## src/rtl/sum3b_seq_pkg.sv

```systemverilog
// rtl/sum3b_seq_pkg.sv - shared constants and state encoding for the slice-serial adder
// Purpose: slice width and FSM state type used by the interface, top and bench.
// Ports: none (package).
package sum3b_seq_pkg;

  localparam int SLICE_W = 3;

  // 2'd3 is unused and recovers to IDLE in the FSM.
  typedef enum logic [1:0] {
    IDLE = 2'd0,
    ADD  = 2'd1,
    DONE = 2'd2
  } state_e;

endpackage

```

## src/rtl/sum3b_seq_if.sv

```systemverilog
// rtl/sum3b_seq_if.sv - start/busy/done handshake and operand/result bus
// Purpose: groups the request side (start, a, b, ci) and result side (busy, done, so, co).
// Ports (modport master = requester, slave = adder):
//   start, a[W-1:0], b[W-1:0], ci : requester -> adder
//   busy, done, so[W-1:0], co     : adder -> requester
interface sum3b_seq_if
  import sum3b_seq_pkg::*;
#(
  parameter int NSLICE = 4
);

  localparam int W = SLICE_W * NSLICE;

  logic         start;
  logic [W-1:0] a;
  logic [W-1:0] b;
  logic         ci;
  logic         busy;
  logic         done;
  logic [W-1:0] so;
  logic         co;

  modport master (output start, a, b, ci, input busy, done, so, co);
  modport slave  (input start, a, b, ci, output busy, done, so, co);

endinterface

```

## src/rtl/sum3b.sv

```systemverilog
// rtl/sum3b.sv - 3-bit ripple-carry adder, the shared datapath of the sequencer
// Purpose: s_o/co_o = a_i + b_i + ci_i, purely combinational.
// Ports:
//   a_i[2:0], b_i[2:0] : addends
//   ci_i               : carry-in
//   s_o[2:0]           : sum
//   co_o               : carry-out
module sum3b (
  input  logic [2:0] a_i,
  input  logic [2:0] b_i,
  input  logic       ci_i,
  output logic [2:0] s_o,
  output logic       co_o
);

  always_comb begin : ripple
    logic [3:0] c;
    c    = 4'b0;
    c[0] = ci_i;
    s_o  = 3'b0;
    for (int i = 0; i < 3; i++) begin
      s_o[i]   = a_i[i] ^ b_i[i] ^ c[i];
      c[i + 1] = (a_i[i] & b_i[i]) | (c[i] & (a_i[i] ^ b_i[i]));
    end
    co_o = c[3];
  end

endmodule

```

## src/rtl/sum3b_seq.sv

```systemverilog
// rtl/sum3b_seq.sv - slice-serial adder: one 3-bit slice per clock through a shared sum3b
// Purpose: {co, so} = a + b + ci over W = 3*NSLICE bits, LSB slice first, start/busy/done handshake.
// Ports:
//   clk : rising-edge clock
//   rst : asynchronous, active-high reset
//   bus : sum3b_seq_if.slave (start/a/b/ci in; busy/done/so/co out, all registered)
module sum3b_seq
  import sum3b_seq_pkg::*;
#(
  parameter int NSLICE = 4
) (
  input  logic        clk,
  input  logic        rst,
  sum3b_seq_if.slave  bus
);

  localparam int                W        = SLICE_W * NSLICE;
  localparam int                IDX_W    = (NSLICE > 1) ? $clog2(NSLICE) : 1;
  localparam logic [IDX_W-1:0]  IDX_LAST = IDX_W'(NSLICE - 1);

  state_e             state_q, state_d;
  logic [IDX_W-1:0]   idx_q, idx_d;
  logic [W-1:0]       opa_q, opa_d;
  logic [W-1:0]       opb_q, opb_d;
  logic [W-1:0]       so_q, so_d;
  logic               carry_q, carry_d;
  logic               co_q, co_d;

  logic [SLICE_W-1:0] a_sl, b_sl, s_sl;
  logic               c_out;

  // Operand slice select driven by the current slice index.
  always_comb begin
    a_sl = '0;
    b_sl = '0;
    for (int i = 0; i < NSLICE; i++) begin
      if (idx_q == IDX_W'(i)) begin
        a_sl = opa_q[i*SLICE_W +: SLICE_W];
        b_sl = opb_q[i*SLICE_W +: SLICE_W];
      end
    end
  end

  sum3b u_sum3b (
    .a_i  (a_sl),
    .b_i  (b_sl),
    .ci_i (carry_q),
    .s_o  (s_sl),
    .co_o (c_out)
  );

  always_comb begin
    state_d = state_q;
    idx_d   = idx_q;
    opa_d   = opa_q;
    opb_d   = opb_q;
    so_d    = so_q;
    carry_d = carry_q;
    co_d    = co_q;
    case (state_q)
      IDLE: begin
        if (bus.start) begin
          opa_d   = bus.a;
          opb_d   = bus.b;
          carry_d = bus.ci;
          idx_d   = '0;
          state_d = ADD;
        end
      end
      ADD: begin
        // Only the slice under the index is rewritten; higher slices keep
        // the previous result until their turn.
        for (int i = 0; i < NSLICE; i++) begin
          if (idx_q == IDX_W'(i)) so_d[i*SLICE_W +: SLICE_W] = s_sl;
        end
        carry_d = c_out;
        if (idx_q == IDX_LAST) begin
          co_d    = c_out;
          state_d = DONE;
        end else begin
          idx_d = idx_q + IDX_W'(1);
        end
      end
      DONE:    state_d = IDLE;
      default: state_d = IDLE;
    endcase
  end

  always_ff @(posedge clk or posedge rst) begin
    if (rst) begin
      state_q <= IDLE;
      idx_q   <= '0;
      opa_q   <= '0;
      opb_q   <= '0;
      so_q    <= '0;
      carry_q <= 1'b0;
      co_q    <= 1'b0;
    end else begin
      state_q <= state_d;
      idx_q   <= idx_d;
      opa_q   <= opa_d;
      opb_q   <= opb_d;
      so_q    <= so_d;
      carry_q <= carry_d;
      co_q    <= co_d;
    end
  end

  // Decoded straight from the state register, so busy and done are exclusive.
  assign bus.busy = (state_q == ADD);
  assign bus.done = (state_q == DONE);
  assign bus.so   = so_q;
  assign bus.co   = co_q;

endmodule
```

## src/flat_wrapper.sv

```systemverilog
// flat-port wrapper written by rule: the top's interface ports become plain ports
module sum3b_seq_flat import sum3b_seq_pkg::*;
#(
  parameter int NSLICE = 4
)
  (clk, rst, bus_start, bus_a, bus_b, bus_ci, bus_busy, bus_done, bus_so, bus_co);
  sum3b_seq_if #(.NSLICE(NSLICE)) bus_i ();
  input  logic clk;
  input  logic rst;
  input wire logic [$bits(bus_i.start)-1:0] bus_start;
  input wire logic [$bits(bus_i.a)-1:0] bus_a;
  input wire logic [$bits(bus_i.b)-1:0] bus_b;
  input wire logic [$bits(bus_i.ci)-1:0] bus_ci;
  output wire logic [$bits(bus_i.busy)-1:0] bus_busy;
  output wire logic [$bits(bus_i.done)-1:0] bus_done;
  output wire logic [$bits(bus_i.so)-1:0] bus_so;
  output wire logic [$bits(bus_i.co)-1:0] bus_co;
  assign bus_i.start = bus_start;
  assign bus_i.a = bus_a;
  assign bus_i.b = bus_b;
  assign bus_i.ci = bus_ci;
  assign bus_busy = bus_i.busy;
  assign bus_done = bus_i.done;
  assign bus_so = bus_i.so;
  assign bus_co = bus_i.co;
  sum3b_seq #(.NSLICE(NSLICE)) u_core (.clk(clk), .rst(rst), .bus(bus_i));
endmodule
```

## config.mk

```make
export PLATFORM = sky130hd
export DESIGN_NAME = sum3b_seq_flat
export DESIGN_NICKNAME = d
export VERILOG_FILES = /design/src/rtl/sum3b_seq_pkg.sv /design/src/rtl/sum3b_seq_if.sv /design/src/rtl/sum3b.sv /design/src/rtl/sum3b_seq.sv /design/src/flat_wrapper.sv
export SDC_FILE = /design/constraint.sdc
export NUM_CORES = 1
export LEC_CHECK = 0
export CAP_MARGIN = 20
export CORE_UTILIZATION = 46
export CTS_BUF_LIST = sky130_fd_sc_hd__clkbuf_4
export CTS_CLUSTER_SIZE = 24
export DETAILED_ROUTE_END_ITERATION = 6
export PLACE_DENSITY = 0.77
export SLEW_MARGIN = 0
export SYNTH_ARGS = -nofsm -noshare
export SYNTH_HDL_FRONTEND = slang
export SYNTH_SLANG_ARGS = --single-unit
```

## constraint.sdc

```tcl
create_clock -name clk -period 4.35 [get_ports clk]
set_input_delay 0.435 -clock clk [delete_from_list [all_inputs] [get_ports clk]]
set_output_delay 0.435 -clock clk [all_outputs]
set_load 0.02 [all_outputs]
```

## Word-level counts from Yosys, hierarchy flattened

Cells that the tools add are included.

- Register bits after elaboration: 42
- Input port bits: 28
- Output and inout port bits: 15

- Eq/ne operators: 8
- Add/subtract/negate cells: 1
- Reductions and logical operators: 11
- Bitwise logic cells: 15
- Mux-type cells: 16

Operators with widths:

| cell | count |
|---|---|
| $mux 3 | 8 |
| $reduce_and 2->1 | 7 |
| $mux 2 | 4 |
| $pmux 2 s2 | 2 |
| $and 1x1->1 | 6 |
| $eq 2x2->1 const B | 3 |
| $xor 1x1->1 | 6 |
| $eq 2x1->1 const B | 2 |
| $logic_not 2->1 | 2 |
| $ne 2x2->1 const B | 2 |
| $or 1x1->1 | 3 |
| $reduce_and 3->1 | 1 |
| $add 2x1->2 const B | 1 |
| $ne 2x1->1 const B | 1 |
| $pmux 1 s2 | 1 |
| $reduce_bool 2->1 | 1 |
| $mux 1 | 1 |

## Longest topological paths before layout

Gate-level depths: netlist (run 1).

- Word-level depth: 13
- Depth in mapped cells: 12
- Gate-level depth less buffers: 12

## Hierarchy

From an unflattened synthesis (run 1), not the netlist that was laid out.

- Cells, all modules: 148
- Area, all modules: 1939.4 µm²

Modules (own cells, without submodules):

| module | instances | seq. area each (µm²) | area each (µm²) | cells an instance |
|---|---|---|---|---|
| sum3b_seq | 1 | 1051.0 | 1841.8 | 135 |
| sum3b | 1 | 0.0 | 97.6 | 13 |

## Worst setup path before layout (run 1)

No wires, ideal clock.

- Path type: reg2reg
- From: register u_core.idx_q[0]
- To: register u_core.so_q[2], in the netlist u_core.bus.so[2]
- Period minus slack after synthesis: 2.807 ns
- Setup time: 0.125 ns
- Arrival time: 2.683 ns
- Setup slack: 1.543 ns
- Cell stages (with the launch flop): 12
- Cells stage by stage: dfrtp_1 -> inv_1 -> ha_1 -> nor2b_1 -> a22oi_1 -> a221oi_1 -> fa_1 -> inv_1 -> fa_1 -> inv_1 -> fa_1 -> mux2_2

- Word-level cells in the longest chain between the ends: 11
- Elaborated cells between the ends (all ways): 23
- Classes of those cells: eq/ne (3); mux (8); bitwise (10); reduce/logical (2)

RTL lines:

| what | RTL line | source |
|---|---|---|
| from (decl) | sum3b_seq.sv:22 | `logic [IDX_W-1:0] idx_q, idx_d;` |
| from (signal assigned) | sum3b_seq.sv:100 | `idx_q <= idx_d;` |
| $logic_not 2->1 | sum3b_seq.sv:37 | `if (idx_q == IDX_W'(i)) begin` |
| $mux 3 (4 in a row) | sum3b_seq.sv:37 |  |
| $xor 1x1->1 | sum3b.sv:23 | `c[i + 1] = (a_i[i] & b_i[i]) \| (c[i] & (a_i[i] ^ b_i[i]));` |
| $and 1x1->1 | sum3b.sv:23 |  |
| $or 1x1->1 | sum3b.sv:23 |  |
| $and 1x1->1 | sum3b.sv:23 |  |
| $or 1x1->1 | sum3b.sv:23 |  |
| $xor 1x1->1 * | sum3b.sv:22 | `s_o[i] = a_i[i] ^ b_i[i] ^ c[i];` |
| named net u_core.s_sl[2] | sum3b_seq.sv:29 | `logic [SLICE_W-1:0] a_sl, b_sl, s_sl;` |
| to (signal assigned) | sum3b_seq.sv:95 | `so_q <= '0;` |
| to (signal assigned) | sum3b_seq.sv:103 | `so_q <= so_d;` |
| to (decl) | sum3b_seq.sv:25 | `logic [W-1:0] so_q, so_d;` |

Mark *: on every way through the listed nets, which the timed path passes. The rest lies on a longest branch.
A chain may end at the register's enable or synchronous reset.

## Final worst setup path (run 1)

- From: register u_core.idx_q[1]
- To: register u_core.so_q[2], in the netlist u_core.bus.so[2]

The elaborated chain is that of the path after synthesis.

==> metrics, run 1 <==
status finished clean; Mapped Area 0.00196 sq mm; hold buffer count at CTS 0; Clock Tree Buf Depth 2; TritonCTS clock tree built; endpoint class of the critical path register; YS warnings 0; Final HPWL DP ~2900 um; uppermost routed layer met4; setup TNS 0 ns; DR WL met3 approximately 180 um; crit-path max FO 14; final hold viol count 0; PortBufs 42; number of DRC markers after the initial detailed-route iteration 43; Vias 1297; CTS Buf Count 5; Max Clk Rate 322 MHz; slowest CP cell ha_1; synth unique cells 28; gpl congestion 0.886; maximum vdd drop roughly 0.3 mV; Max-Cap Viols 0; Die Wd slightly below 70 um; DRC errors left 0; wire length on met1 roughly 1600 um; DP Cell Count between 200 and 250; initial antenna violation count 0; Layout fillers 340; critical-path cell list ha_1 -> nor2_1 -> a221oi_1 -> fa_1 -> inv_1 -> fa_1 -> inv_1 -> fa_1 -> mux2_2; Mapped Nets 185; share of layout cells above drive strength 1 a little over a fifth; Root Buffer clkbuf_4; H-tree depth 2; Sequential Area ~0.0011 sq mm; RSZ-0062 raised after global routing false; postcts setup bufs 0; Die H ~67 um; Total Wirelength 3760 um; vias per inst between 5 and 6; area of the multi-input gates 833 sq um; max-slew violations 0; largest net degree at the start of global routing 43; clk_lat worst skew between 0.3 and 0.4 ns; Synth Instances 150; Buf/Inv on CP 2; Layout Utilization roughly three fifths; Initial DRT Pass Iterations 4; Clock Skews between 0.006 and 0.007 ns; syn_area_per_cell about 13 sq um; fin cells roughly 250; CP arrival approximately 3.4 ns; Worst-path clk slew ~0.11 ns; final setup vio count 0; Period Utilization, post-route a little under three quarters; clock sinks between 40 and 50; Core Area about 0.004 sq mm; Final ANT Viol Nets 0; Leak about 1.0 nW; Setup CP Type register to register; pre-CTS setup slack 1.29 ns; Reg2Reg Setup Slack about 1.2 ns; gr usage total 19.8%; P per Cell Area around 820 mW/mm^2; vias in the first global route between 1000 and 1500; first-pass GRT wire length approximately 6300 um; P&R area growth vs syn 25.8%; diode count 0; Slew @ Worst Pin ~0.65 ns; Initial Util 48.6%; slowest stage delay, CP about 0.5 ns; WL/cell approximately 15 um; Top cell by count, worst path fa_1; fin crit period around 3.1 ns; post-cts sizing count 0; Critical Path Start Type register; worst min-delay path class register to register; Seq/Total Area, Yosys around 54%; Worst Slack Setup Final around 1.2 ns; # rows 23; met2 WL 1910 um; Nets about 230; #FFs+latches synth 42; I/O pin total between 40 and 50; DIE AREA 0.00452 sq mm; CP top delay family adder cells; Max-slew headroom 56.8%; Congestion Overflow GR 0; CP Data Required Time between 4 and 5 ns
[kinds of logic after synthesis]
| group | share of synthesized area (%) |
|---|---|
| adders and majority gates | 5.63 |
| and+or+nand+nor | 9.34 |
| AOI/OAI and AO/OA | 8.06 |
| DFF | 53.7 |
| buffers and inverters | 3.71 |
| muxes | 19.6 |
[state kept, by name, indices dropped and copies added (netlist names)]
signal and cells:
u_core.state_q 2, u_core.opb_q 12, u_core.opa_q 12, u_core.bus.co 1, u_core.carry_q 1, u_core.idx_q 2
u_core.bus.so 12
[layout make-up]
type / instances / area share [%]
Timing Repair Buffer: 43 / 17.4
Inverter: 10 / 1.53
Clock buffer: 5 / 1.53
Multi-Input combinational cell: 92 / 33.9
Clock inverter: 3 / 0.458
Tap cell: 50 / 2.54
Sequential cell: 42 / 42.7
[cell usage after synthesis]
| cell | number | area share, % |
|---|---|---|
| a21oi_1 | 1 | 0.26 |
| a221o_1 | 1 | 0.51 |
| a221oi_1 | 2 | 0.90 |
| a22o_1 | 3 | 1.3 |
| a22oi_1 | 3 | 1.2 |
| a31oi_1 | 2 | 0.64 |
| buf_2 | 4 | 1.0 |
| buf_4 | 2 | 0.77 |
| dfrtp_1 | 42 | 54 |
| fa_1 | 3 | 3.1 |
| ha_1 | 4 | 2.6 |
| inv_1 | 10 | 1.9 |
| mux2_2 | 34 | 20 |
| nand2_1 | 8 | 1.5 |
| nand2b_1 | 3 | 0.96 |
| nand3b_1 | 5 | 1.9 |
| nand3b_4 | 1 | 1.0 |
| nor2_1 | 2 | 0.38 |
| nor2_4 | 1 | 0.58 |
| nor2b_1 | 4 | 1.3 |
| nor3_1 | 2 | 0.51 |
| nor3b_1 | 3 | 1.2 |
| o211ai_1 | 1 | 0.38 |
| o21ai_0 | 4 | 1.0 |
| o21bai_1 | 1 | 0.38 |
| o221ai_1 | 1 | 0.45 |
| o22ai_1 | 2 | 0.64 |
| o31ai_1 | 1 | 0.38 |
[metrics by stage]
step                area [sq um]  power, mW  hold WS [ns]
floorplan                   1960       1.49         0.480
global placement            2410       1.80         0.463
detailed placement          2410       1.87         0.475
CTS                         2460       2.05         0.500
global route                2460       2.20         0.525
finish                      2460       2.01         0.490
[layer usage]
| layer | track usage (%) | up-vias |
|---|---|---|
| met3 | 5.57 | 6 |
| li1 | - | 621 |
| met2 | 33.3 | 46 |
| met5 | 0 | - |
| met4 | 7.18 | 0 |
| met1 | 24.1 | 624 |
[worst min-delay path: cells and delay by family, from the launching register on]
| kind | cells | cell delay, ns |
|---|---|---|
| flip-flops | 1 | 0.36 |
| AND/OR/NAND/NOR | 1 | 0.04 |
| AO/OA/AOI/OAI | 1 | 0.06 |
[power by group]
| part | internal [mW] | switching [mW] |
|---|---|---|
| logic | 0.572 | 0.533 |
| clock network | 0.0576 | 0.117 |
| registers | 0.595 | 0.139 |
[layout by cell type, fill, tap and decap left out, types with 2 or more instances in the layout]
cell type and instances:
a221oi_1 2, a22o_1 3, a22oi_1 3, a31oi_1 2, clkbuf_4 5, clkdlybuf4s50_1 42
clkinv_1 3, dfrtp_1 42, fa_1 3, ha_1 4, inv_1 10, mux2_2 34
nand2_1 8, nand2b_1 3, nand3b_1 5, nor2_1 2, nor2b_1 4, nor3_1 2
nor3b_1 3, o21ai_0 4, o22ai_1 2
[path summary, 6_finish.rpt]
kind	start	end	cells after the start
max	u_core.idx_q[1]$_DFFE_PP0P_	u_core.bus.so[2]$_DFFE_PP0P_	9
min	u_core.bus.so[10]$_DFFE_PP0P_	u_core.bus.so[10]$_DFFE_PP0P_	2
max reg2reg	u_core.idx_q[1]$_DFFE_PP0P_	u_core.bus.so[2]$_DFFE_PP0P_	9
min reg2reg	u_core.bus.so[10]$_DFFE_PP0P_	u_core.bus.so[10]$_DFFE_PP0P_	2
max in group asynchronous	rst	u_core.opa_q[5]$_DFFE_PP0P_	3
min in group asynchronous	rst	u_core.bus.so[4]$_DFFE_PP0P_	3
No activity file was read; power rests on OpenSTA's default activity.
==> run 2, diff against run 1 <==
- PLACE_DENSITY: 0.77 -> 0.8
- clock period: 4.35 -> 2.85 ns (I/O delays scaled with it)
==> metrics, run 2 (synthesis results as in run 1) <==
share of layout cells above drive strength 1 around 33%; Max-slew headroom 55.8%; Reg2Reg Setup Slack 0.05 ns; Switch Pwr 1.27 mW; sw frac about two fifths; WL/cell 15.8 um; Critical Path Start Type register; endpoint class of the critical path register; Buf/Inv on CP 3; final setup vio count 0; gpl congestion 0.813; Logic pwr share between 50% and 60%; status finished clean; Clock Tree Buf Depth 2; Max Clk Rate about 360 MHz; fin crit period about 2.8 ns; CP top delay family adder cells; Congestion Overflow GR 0; P&R area growth vs syn 32.0%; initial antenna violation count 0; DRC errors left 0; Leak about 1.1 nW; CP arrival just over 3 ns; clk_lat worst skew roughly 0.35 ns; gr usage total ~20%; TritonCTS clock tree built; Placement Cell Area approximately 0.0024 sq mm; CP Data Required Time around 3.1 ns; Initial Util ~49%; vias in the first global route about 1300; Slew @ Worst Pin about 0.66 ns; clock sinks 42; Setup CP Type register to register; sequential group share of total power 34.4%; Max-Cap Viols 0; Final HPWL DP approximately 3000 um; Initial DRT Pass Iterations 4; r2r endpoint u_core.bus.so[2]$_DFFE_PP0P_; r2r startpoint u_core.idx_q[0]$_DFFE_PP0P_; I/O pin total between 40 and 50; maximum vdd drop 0.511 mV; number of DRC markers after the initial detailed-route iteration 52; critical-path cell list inv_2 -> ha_1 -> nor2b_4 -> a22oi_1 -> a221oi_2 -> fa_2 -> inv_1 -> fa_2 -> inv_2 -> fa_1 -> mux2_2; Total Wirelength approximately 4000 um; Core Area between 0.004 and 0.005 sq mm; CTS Buf Count 5; DIE AREA approximately 0.0045 sq mm; slowest stage delay, CP around 0.45 ns; Internal slightly above 2 mW; Clk pwr share under 10%; vias per inst ~5.3; Die H just under 70 um; worst min-delay path class input pin to async pin; Period Utilization, post-route about 100%; number of cells on the worst reg-to-reg path 11; max-slew violations 0; PortBufs 42; Clock Skews ~0.013 ns; Nets around 240; P per Cell Area around 1300 mW/mm^2; crit-path max FO 4; Layout fillers 323; Vias between 1000 and 1500; pre-CTS setup slack -0.0949 ns; H-tree depth 2; largest net degree at the start of global routing 43; Layout Utilization between 60 and 70%; Die Wd just under 70 um; most common cell after layout, fill and taps aside clkdlybuf4s50_1; Overall Power roughly 3.3 mW; # rows 23; Root Buffer clkbuf_4; fin area 0.00258 sq mm; diode count 0; most frequent cells in the layout clkdlybuf4s50_1 (42), dfrtp_1 (40), mux2_2 (34), buf_4 (11), nand2_1 (8); final hold viol count 0; first-pass GRT wire length 6470 um; slowest CP cell dfrtp_2; Final ANT Viol Nets 0; Worst-path clk slew ~0.12 ns; Worst Slack Setup Final approximately 0.053 ns
run 2: cell count changes in the layout (fill, tap and decap cells not counted), sizes merged:
cell    change
buf        +10
clkinv      -1
clkbuf      +1
run 2: layout make-up:
class | instances | area (sq um) | area share [%]
clock buffer | 6 | 45.0 | 1.74
sequential | 42 | 1050 | 40.8
inverter | 10 | 37.5 | 1.45
multi-input combinational | 92 | 872 | 33.8
tap | 50 | 62.6 | 2.42
timing repair buffer | 53 | 503 | 19.5
clock inverter | 2 | 8.76 | 0.339
run 2: worst max path at each step:
| stage | from | to | slack, ns | cells past startpoint |
|---|---|---|---|---|
| CTS | u_core.idx_q[0]$_DFFE_PP0P_ | u_core.bus.so[2]$_DFFE_PP0P_ | 0.02 | 11 |
| global route | u_core.idx_q[0]$_DFFE_PP0P_ | u_core.bus.so[2]$_DFFE_PP0P_ | -0.04 | 11 |
| finish | u_core.idx_q[0]$_DFFE_PP0P_ | u_core.bus.so[2]$_DFFE_PP0P_ | 0.05 | 11 |
| global placement | u_core.idx_q[0]$_DFFE_PP0P_ | u_core.bus.so[5]$_DFFE_PP0P_ | 0.06 | 11 |
| detailed placement | u_core.idx_q[0]$_DFFE_PP0P_ | u_core.bus.so[8]$_DFFE_PP0P_ | -0.09 | 11 |
| floorplan | u_core.idx_q[0]$_DFFE_PP0P_ | u_core.bus.so[2]$_DFFE_PP0P_ | 0.04 | 11 |
run 2: per-stage QoR:
step           hold WS [ns]  std cells  setup TNS, ns
6_report              0.354        255              0
5_1_grt               0.408        255         -0.145
4_1_cts               0.372        251              0
3_5_place_dp          0.481        242         -0.371
3_3_place_gp          0.465        242              0
2_1_floorplan         0.437        150              0
run 2: power by group through the flow:
stage	clock (mW)	sequential (mW)	combinational [mW]
floorplan	0	1.16	1.11
global placement	0	1.12	1.66
detailed placement	0	1.14	1.75
CTS	0.292	1.13	1.79
global route	0.324	1.17	2.06
finish	0.284	1.13	1.88
run 2: timing repair:
item,in CTS,in global routing
hold buffers,0,0
setup endpoints to repair,4,5
pin swaps,0,3
gates resized for setup,3,12
buffers inserted,1,4
run 2: worst reg2reg max path, cell delays in order, from the launching register on:
cell and delay [ns]:
dfrtp_2 0.45, inv_2 0.08, ha_1 0.19, nor2b_4 0.17, a22oi_1 0.10, a221oi_2 0.29
fa_2 0.25, inv_1 0.05, fa_2 0.33, inv_2 0.06, fa_1 0.46, mux2_2 0.28
run 2: routing by layer:
metal,track usage (%),up-vias,share of wire [%]
met2,34.6,36,51
met1,23.3,678,43
met4,7.18,0,1.6
li1,-,637,-
met5,0,-,0
met3,5.74,7,4.1
